**src/rtl/count_sequencer.sv**
```systemverilog
// count_sequencer
//   Programmable timer controller. Latches a period P and a run mode at start,
//   then steps an internal counter 0..P-1. Reports terminal counts with
//   one-cycle pulses. Runs are one-shot or periodic. Optional prescaler is
//   enabled with the COUNT_SEQ_PRESCALE_EN macro.
//
// Parameters
//   WIDTH       width of period and count
//   PRESCALE_W  prescaler width (only used with COUNT_SEQ_PRESCALE_EN)
//
// Ports
//   clk       clock, all state updates on posedge
//   reset     asynchronous active-high reset
//   start     request a run; sampled only while idle
//   stop      abort the current run (wins over hold and terminal)
//   hold      freeze counting while high
//   mode      0 = one-shot, 1 = periodic; latched at start
//   period    terminal count P; latched at start; 0 is rejected with err
//   prescale  divider value (COUNT_SEQ_PRESCALE_EN only); latched at start
//   count     current count value
//   busy      high while running or paused
//   tick      one-cycle pulse on each terminal count
//   done      one-cycle pulse at the end of a one-shot run
//   err       one-cycle pulse when start is rejected
module count_sequencer #(
  parameter int WIDTH      = 8,
  parameter int PRESCALE_W = 4
) (
  input  logic             clk,
  input  logic             reset,
  input  logic             start,
  input  logic             stop,
  input  logic             hold,
  input  logic             mode,
  input  logic [WIDTH-1:0] period,
`ifdef COUNT_SEQ_PRESCALE_EN
  input  logic [PRESCALE_W-1:0] prescale,
`endif
  output logic [WIDTH-1:0] count,
  output logic             busy,
  output logic             tick,
  output logic             done,
  output logic             err
);

  localparam logic [1:0] IDLE  = 2'd0;
  localparam logic [1:0] RUN   = 2'd1;
  localparam logic [1:0] PAUSE = 2'd2;

  logic [1:0]       state_reg;
  logic [WIDTH-1:0] count_reg;
  logic [WIDTH-1:0] period_reg;
  logic             mode_reg;
  logic             busy_reg;
  logic             tick_reg;
  logic             done_reg;
  logic             err_reg;

  // Terminal value; period_reg is never 0 while running, so no wrap occurs.
  logic [WIDTH-1:0] last_count;
  assign last_count = period_reg - 1'b1;

  // advance: this RUN edge is allowed to step the counter / evaluate terminal.
`ifdef COUNT_SEQ_PRESCALE_EN
  logic [PRESCALE_W-1:0] prescale_reg;
  logic [PRESCALE_W-1:0] div_reg;
  logic                  advance;
  assign advance = (div_reg == prescale_reg);
`else
  logic advance;
  assign advance = 1'b1;
`endif

  always_ff @(posedge clk or posedge reset) begin
    if (reset) begin
      state_reg  <= IDLE;
      count_reg  <= '0;
      period_reg <= '0;
      mode_reg   <= 1'b0;
      busy_reg   <= 1'b0;
      tick_reg   <= 1'b0;
      done_reg   <= 1'b0;
      err_reg    <= 1'b0;
`ifdef COUNT_SEQ_PRESCALE_EN
      prescale_reg <= '0;
      div_reg      <= '0;
`endif
    end else begin
      // Pulses default low every edge.
      tick_reg <= 1'b0;
      done_reg <= 1'b0;
      err_reg  <= 1'b0;
      case (state_reg)
        IDLE: begin
          if (start) begin
            if (period != '0) begin
              period_reg <= period;
              mode_reg   <= mode;
              count_reg  <= '0;
              busy_reg   <= 1'b1;
              state_reg  <= RUN;
`ifdef COUNT_SEQ_PRESCALE_EN
              prescale_reg <= prescale;
              div_reg      <= '0;
`endif
            end else begin
              err_reg <= 1'b1;
            end
          end
        end
        RUN: begin
          if (stop) begin
            // Abort: count holds its last value, no pulses.
            state_reg <= IDLE;
            busy_reg  <= 1'b0;
`ifdef COUNT_SEQ_PRESCALE_EN
            div_reg   <= '0;
`endif
          end else if (hold) begin
            state_reg <= PAUSE;
          end else begin
`ifdef COUNT_SEQ_PRESCALE_EN
            div_reg <= advance ? '0 : div_reg + 1'b1;
`endif
            if (advance) begin
              if (count_reg == last_count) begin
                tick_reg <= 1'b1;
                if (mode_reg) begin
                  count_reg <= '0;
                end else begin
                  // One-shot: count stays at P-1 and busy drops with done.
                  done_reg  <= 1'b1;
                  busy_reg  <= 1'b0;
                  state_reg <= IDLE;
                end
              end else begin
                count_reg <= count_reg + 1'b1;
              end
            end
          end
        end
        PAUSE: begin
          if (stop) begin
            state_reg <= IDLE;
            busy_reg  <= 1'b0;
`ifdef COUNT_SEQ_PRESCALE_EN
            div_reg   <= '0;
`endif
          end else if (!hold) begin
            // Resume edge does not count.
            state_reg <= RUN;
          end
        end
        default: begin
          state_reg <= IDLE;
          busy_reg  <= 1'b0;
        end
      endcase
    end
  end

  assign count = count_reg;
  assign busy  = busy_reg;
  assign tick  = tick_reg;
  assign done  = done_reg;
  assign err   = err_reg;

endmodule
```
**config.mk**
```make
export PLATFORM = sky130hd
export DESIGN_NAME = count_sequencer
export DESIGN_NICKNAME = d
export VERILOG_FILES = /design/src/rtl/count_sequencer.sv
export SDC_FILE = /design/constraint.sdc
export NUM_CORES = 1
export LEC_CHECK = 0
export ABC_AREA = 1
export CORE_MARGIN = 3
export CORE_UTILIZATION = 30
export CTS_BUF_LIST = sky130_fd_sc_hd__clkbuf_4
export DETAILED_ROUTE_END_ITERATION = 10
export GPL_ROUTABILITY_DRIVEN = 1
export SLEW_MARGIN = 20
export SYNTH_ARGS = -nofsm -noshare
export SYNTH_HDL_FRONTEND = slang
export SYNTH_SLANG_ARGS = --single-unit
```
**constraint.sdc**
```tcl
create_clock -name clk -period 3.4 [get_ports clk]
set_input_delay 0.34 -clock clk [delete_from_list [all_inputs] [get_ports clk]]
set_output_delay 0.34 -clock clk [all_outputs]
set_load 0.005 [all_outputs]
```
After elaboration in Yosys (flattened, before gate mapping)
Index checks and enable logic that the tools add are counted.
{ "totals": {"in_bits": 14, "regBits": 23} }
{ "classes": {"n_eq_ne": 15, "n_addsub": 2, "mux": 36, "reduce_logical": 7} }
{ "ops": {"columns": ["cell", "n"], "rows": [
  ["8-bit two-way mux", 6],
  ["1-bit two-way mux", 19],
  ["2-bit two-way mux", 8],
  ["8-bit one-hot mux with 2 select lines", 1],
  ["3-bit inequality test (second input constant)", 5],
  ["6-bit AND reduction", 2],
  ["2-bit inequality test (second input constant)", 5],
  ["8-bit by 1-bit adder with 8-bit output (second input constant)", 1],
  ["8-bit equality test", 1],
  ["4-bit inequality test (second input constant)", 2],
  ["8-bit nonzero test", 1],
  ["8-bit by 1-bit subtractor with 8-bit output (second input constant)", 1],
  ["2-bit one-hot mux with 3 select lines", 1],
  ["5-bit AND reduction", 1],
  ["1-bit one-hot mux with 3 select lines", 1],
  ["3-bit AND reduction", 1],
  ["2-bit by 1-bit equality test with 1-bit output (second input constant)", 1],
  ["2-bit equality test (second input constant)", 1],
  ["2-bit zero test", 1],
  ["2-bit nonzero test", 1]
]} }

Depth between registers and ports, before layout
Gate-level depths: netlist of run 1.
{ "depth": {"ltp_word": 6, "mapped_depth": 15, "ltp_nobuf": 15} }

Least setup slack after synthesis of run 1
Ideal clock, no wire load.
{ "synth_timing": {"path_kind": "register to register", "start": "reg period_reg[0]", "end": "reg count_reg[0], in the netlist count[0]", "setup_slack_ps": 1629, "arrival_ps": 1654, "path_buffers": 0, "period_less_slack_ps": 1771, "setup_ps": 117, "stages_incl_launch_ff": 16, "t_required_ps": 3283, "cell_sequence": "dfrtp_1 -> inv_1 -> ha_1 -> inv_1 -> nand2_1 -> nand3_1 -> nand2_2 -> nand2_1 -> nor2_1 -> nand2_1 -> nor2_2 -> nand3_2 -> nand2_4 -> nand2_4 -> nand3_1 -> nand2_1"} }
{ "synth_between": {"elab_chain_cells": 6, "word_cells_on_any_way": 8} }
{ "synth_lines": {"columns": ["element", "line", "rtl"], "rows": [
  ["start: declaration", "52", "logic [WIDTH-1:0] period_reg;"],
  ["start signal: assignment", "97", "period_reg <= period;"],
  ["8-bit by 1-bit subtractor with 8-bit output *", "61", "assign last_count = period_reg - 1'b1;"],
  ["8-bit equality test *", "126", "if (count_reg == last_count) begin"],
  ["8-bit two-way mux", "126", null],
  ["8-bit two-way mux", "119", "end else if (hold) begin"],
  ["8-bit two-way mux", "112", "if (stop) begin"],
  ["8-bit one-hot mux with 2 select lines", "93", "case (state_reg)"],
  ["end signal: assignment", "137", "count_reg <= count_reg + 1'b1;"],
  ["end: declaration", "51", "logic [WIDTH-1:0] count_reg;"]
]} }
Every way passes the cells marked *; elsewhere a longest branch is shown, timed or not. The select of a mux whose other input is x is not followed.
A chain may end at the register's enable or synchronous reset.

Final worst setup path of run 1
{ "layout_timing": {"start": "reg period_reg[0]", "end": "reg count_reg[1], in the netlist count[1]"} }
The elaborated chain is that of the path after synthesis.

==> results_dict.tcl, run 1 <==
set metrics [dict create \
    start_util_pct 31.7 \
    ff2ff_path_depth 13 \
    rsz0062_at_grt "no" \
    p_seq_share_pct 37.5 \
    avgSynthCellArea_um2 6.80 \
    via_per_inst 4.47 \
    yosysMostFrequentCell "nand2_1" \
    final_nets 269 \
    pwr-share-comb_pct 50.5 \
    ctsResizeCount 0 \
    crit_fanout 10 \
    worst_slack_ns 1.26 \
    clockPowerShare_pct 12.0 \
    worstHoldEndpoint "done" \
    cpPeakStageDelay_ns 0.40 \
    fmax_mhz 467 \
    yosysWarnings 0 \
    ios 26 \
    whs_path_depth 1 \
    grt_first_pass_wirelength_um 6260 \
    final.setup.tns_ns 0 \
    fp-row-count 25 \
    dpl.cell_count 315 \
    area_growth_pct 23.2 \
    crit_type "flip-flop to flip-flop" \
    clock_path_buffers 2 \
    async_reset_ff_share_pct 100 \
    worst_ir_drop_vdd_v 0.000284 \
    setup_violations 0 \
    rrSetupSlack_ns 1.26 \
    fin_crit_ns 2.14 \
    routed_wl_um 3540 \
    status "completed" \
    r2r_end "count[1]" \
    critical_path_arrival_ns 2.36 \
    drt_iter0_markers 67 \
    fin_cells 319 \
    tightest_slew_ns 0.876 \
    synth_ff_type "dfrtp_1" \
    drt-wirelength-per-cell_um 11.1 \
    ant_nets 0 \
    path_clk_slew_ns 0.14 \
    synth.distinct_cells 24 \
    cts_max_level 1 \
    min_path_type "flip-flop to flip-flop" \
    cts_tree "yes" \
    synth.largest_area_cell "dfrtp_1" \
    clock_latency_ns 0.32 \
    yosys.area.top_type_share_pct 37.6 \
    grt_pass1_vias 1413 \
    io_buffers 25 \
    netlist_area_mm2 0.00153 \
    die_y_um 77.4 \
    layout-drive-gt1-share_pct 6.75 \
    synth_area_leaders "dfrtp_1 38%, nand2_1 17%, nor2_1 8.1%" \
    min_from "mode_reg" \
    ctsHoldBuffers 0 \
    p_sw_share_pct 46.1 \
    remaining_drc_errors 0 \
    p_leak_nw 0.956 \
    worstPathRequired_ns 3.63 \
    drtPass1Iterations 4 \
    die-area_mm2 0.00599 \
    diodes 0 \
    coreArea_mm2 0.00482 \
    cts_setup_buffers 0 \
    max_slew_margin_pct 41.5 \
    slew_violations 0 \
    place_ws_ns 1.21 \
    slowest_stage "dfrtp_1" \
    finalCritPeriodShare_pct 62.9 \
    max_cap_viol_count 0 \
    numCtsBuffers 3 \
    cts.sinks 23 \
    vias 1426 \
    cp_common_cell "nand2_1" \
    synth_common_cells "69 x nand2_1, 33 x nor2_1, 31 x inv_1, 23 x dfrtp_1, 21 x nand3_1" \
    p_int_uw 616 \
    skew_ns 0.00591 \
    grt_remaining_overflow 0 \
    p_per_area_mw_per_mm2 607 \
    grt_max_degree 27 \
    antenna_found_initial 0 \
    reg2reg_from "period_reg[0]" \
    syn_nets 241 \
    synth-seq-area-share_pct 37.6 \
    dieWidth_um 77.4 \
    ys_ff_latch 23 \
    path_cells "inv_1 > ha_1 > nand2_1 > nor2_1 > nand2_1 > nand2_1 > nand2_1 > nor2_2 > nand3_2 > nand2_4 > nand2_4 > nand3_1 > nand2_1" \
    finalHoldViolations 0 \
    gr-usage-all-layers_pct 12.9 \
    power.net_switching_uw 528 \
    synth_edf_count 0 \
    end_kind "flip-flop" \
    cts-root-buf "clkbuf_4" \
    place_congestion 0.813 \
    dp_hpwl_um 2760 \
    syn_inst 225 \
    crit_path_start_kind "flip-flop" \
]
-- layout make-up --
| class | instances | area, um2 |
|---|---|---|
| multi-input combinational | 167 | 820 |
| tap | 67 | 83.8 |
| timing repair buffer | 25 | 250 |
| clock inverter | 1 | 7.51 |
| clock buffer | 3 | 22.5 |
| sequential | 23 | 576 |
| fill | 554 | 2930 |
| inverter | 33 | 124 |
-- per-layer routing --
layer  GRT usage, %  part of all wire, %
met2           22.2                   47
met5              0                    0
met1           16.5                   50
met3           2.90                  2.6
met4           2.67                 0.62
-- placed cells by master (no fill, tap or decap) --
cell | Yosys | routed
nand3_2 | 3 | 3
a21oi_1 | 7 | 7
a21boi_0 | 1 | 1
nand2_4 | 2 | 2
nor4_1 | 1 | 1
mux2_2 | 2 | 2
o31ai_1 | 2 | 2
nand2_2 | 2 | 2
xnor2_1 | 1 | 1
ha_1 | 2 | 2
clkbuf_4 | 0 | 3
nor2_1 | 33 | 33
nand2_1 | 69 | 69
clkdlybuf4s50_1 | 0 | 25
nor2_2 | 2 | 2
nand3b_1 | 2 | 2
nor3_1 | 3 | 3
clkinvlp_4 | 0 | 1
o21ai_0 | 2 | 2
xor2_1 | 7 | 7
nand3_1 | 21 | 21
inv_1 | 31 | 31
nor3b_1 | 1 | 1
nand4_1 | 4 | 4
inv_2 | 2 | 2
dfrtp_1 | 23 | 23
-- kinds of logic (layout without fill, tap and decap cells) --
| logic type | after synthesis | count (layout) | synth area share (%) |
|---|---|---|---|
| compound gates | 12 | 12 | 4.42 |
| fa+ha+maj | 2 | 2 | 1.64 |
| mux | 2 | 2 | 1.47 |
| simple gates | 143 | 143 | 41.5 |
| buf+inv | 35 | 62 | 8.76 |
| flops | 23 | 23 | 37.6 |
| xor+xnor | 8 | 8 | 4.58 |
-- worst max path at each step --
stage	start	endpoint	slack (ns)	cells after the start
floorplan	period_reg[0]	count[0]	1.63	15
global placement	period[0]	period_reg[5]	1.21	5
detailed placement	period[0]	period_reg[7]	1.21	5
CTS	period_reg[0]	count[4]	1.25	13
global route	period_reg[0]	count[0]	1.01	13
finish	period_reg[0]	count[1]	1.26	13
-- power by group through the flow --
stage,Clock (mW),Sequential (mW),Combinational (mW)
after floorplan,0,0.418,0.436
after global placement,0,0.434,0.571
after detailed placement,0,0.436,0.578
after global routing,0.160,0.442,0.668
final,0.137,0.429,0.578
after CTS,0.149,0.430,0.583
-- critical path: cells and delay by family, from the launching register on --
kind | cells | cell delay (ns)
and+or+nand+nor | 11 | 1.22
DFF | 1 | 0.40
adders and majority gates | 1 | 0.27
buffers and inverters | 1 | 0.17
-- stage by stage --
step                      power (mW)  area [um2]  util [%]  hold slack (ns)
after floorplan                0.853        1530         -            0.342
after global placement          1.00        1850      38.5            0.424
after detailed placement        1.01        1850      38.5            0.432
after CTS                       1.16        1880      39.1            0.452
after global routing            1.27        1880      39.1            0.463
final                           1.14        1880      39.1            0.445
Power figures use the tool's default switching activity.
==> run 2, diff against run 1 <==
- clock period: 3.4 -> 1.9 ns (I/O delays scaled with it)
==> results_dict.tcl, run 2 (synthesis results as in run 1) <==
set metrics [dict create \
    ant_nets 0 \
    vias 1523 \
    grt_max_degree 24 \
    dp_hpwl_um 2970 \
    routed_wl_um 3940 \
    crit_type "flip-flop to flip-flop" \
    clock_latency_ns 0.33 \
    final_nets 281 \
    die_y_um 77.4 \
    cts_tree "yes" \
    drt-wirelength-per-cell_um 11.9 \
    dieWidth_um 77.4 \
    grt_pass1_vias 1513 \
    tightest_slew_ns 0.305 \
    via_per_inst 4.60 \
    rrSetupSlack_ns 0.01 \
    regArea_um2 576 \
    p_leak_nw 1.02 \
    fin_crit_ns 1.89 \
    crit_path_start_kind "flip-flop" \
    numCtsBuffers 3 \
    min_path_type "primary input to async pin" \
    cts-root-buf "clkbuf_4" \
    p_per_area_mw_per_mm2 1130 \
    end_kind "flip-flop" \
    hold_slack_ns 0.177 \
    max_cap_viol_count 0 \
    setup_violations 0 \
    ctsHoldBuffers 0 \
    antenna_found_initial 0 \
    diodes 0 \
    drtPass1Iterations 5 \
    gr-usage-all-layers_pct 13.7 \
    path_clk_slew_ns 0.14 \
    worstPathRequired_ns 2.17 \
    fmax_mhz 530 \
    remaining_drc_errors 0 \
    final_util_pct 42.7 \
    critical_path_arrival_ns 2.16 \
    layout-drive-gt1-share_pct 17.0 \
    max_slew_margin_pct 79.5 \
    final_cell_mix "65 x nand2_1, 30 x nor2_1, 27 x inv_1" \
    crit_fanout 5 \
    clock_path_buffers 2 \
    nFillCells 513 \
    coreArea_mm2 0.00482 \
    finalCritPeriodShare_pct 99.4 \
    start_util_pct 31.7 \
    die-area_mm2 0.00599 \
    drt_iter0_markers 92 \
    final_common_cell "nand2_1" \
    slew_violations 0 \
    finalHoldViolations 0 \
    skew_ns 0.0116 \
    io_buffers 25 \
    multi_input_area_um2 897 \
    ios 26 \
    grt_first_pass_wirelength_um 6690 \
    place_congestion 0.901 \
    worst_ir_drop_vdd_v 0.000437 \
    fp-row-count 25 \
    final.setup.tns_ns 0 \
    status "completed" \
    grt_remaining_overflow 0 \
    worst_slack_ns 0.0119 \
    rsz0062_at_grt "yes" \
    area_growth_pct 34.5 \
    cts_max_level 1 \
    place_ws_ns -0.0547 \
    cts.sinks 23 \
]
-- run 2: changes by cell type in the layout (fill, tap and decap cells not counted), moves of 3 or more --
cell     previous run  this run
nand3_1            21        17
nand2_2             2         6
buf_4               0        10
nand3_2             3         6
nand2_1            69        65
inv_1              31        27
nor2_1             33        30
inv_2               2         6
nor2_2              2         5
-- run 2: area by class of cell --
| class | instances | area share [%] |
|---|---|---|
| clock buffer | 4 | 1.46 |
| timing repair buffer | 36 | 16.8 |
| inverter | 33 | 6.03 |
| tap | 67 | 4.08 |
| multi-input combinational | 168 | 43.6 |
| sequential | 23 | 28.0 |
-- run 2: worst paths after layout --
| check | from | to | cells past startpoint |
|---|---|---|---|
| hold reg to reg | mode_reg | done | 1 |
| max in group asynchronous | reset | count[1] | 3 |
| setup reg to reg | period_reg[1] | count[6] | 13 |
| setup / recovery | period_reg[1] | count[6] | 13 |
| min in group clk | hold | state_reg[1] | 3 |
| hold / removal | reset | period_reg[5] | 3 |
-- run 2: critical path, stage by stage (launching register included) --
cell and delay [ns]:
dfrtp_1 0.42, buf_4 0.14, nor2_2 0.16, nand4_1 0.14, inv_1 0.08, nand2_1 0.04, nand2_1 0.10, nand2_1 0.06
nor2_1 0.18, nand3_4 0.13, nand2_4 0.13, buf_4 0.12, nand3_1 0.05, nand2_1 0.08
-- run 2: per-stage QoR --
stage | instances | total power, mW | cell area [um2]
2_1_floorplan | 225 | 1.53 | 1530
6_report | 331 | 2.32 | 2060
4_1_cts | 328 | 2.22 | 1980
5_1_grt | 331 | 2.53 | 2060
3_3_place_gp | 322 | 1.87 | 1920
3_5_place_dp | 322 | 1.90 | 1920
-- run 2: per-layer routing --
metal | vias to the layer above | part of all wire [%] | track usage (%)
met2 | 37 | 46 | 23.5
met1 | 692 | 47 | 17.8
met3 | 5 | 5.0 | 2.09
li1 | 789 | - | -
met5 | - | 0 | 0
met4 | 0 | 1.3 | 4.27
-- run 2: report_power, final --
| group | total (mW) | leakage [nW] | internal, mW | switching (mW) |
|---|---|---|---|---|
| Sequential | 0.781 | 0.291 | 0.629 | 0.152 |
| Clock | 0.262 | 0.0184 | 0.0968 | 0.165 |
| Combinational | 1.28 | 0.711 | 0.531 | 0.750 |
| Total | 2.32 | 1.02 | 1.26 | 1.07 |
-- run 2: what timing repair did --
action,in CTS,in global routing
cloned,1,0
pin swaps,1,11
resized for setup,5,15
setup endpoints to repair,8,10
setup buffers,1,3
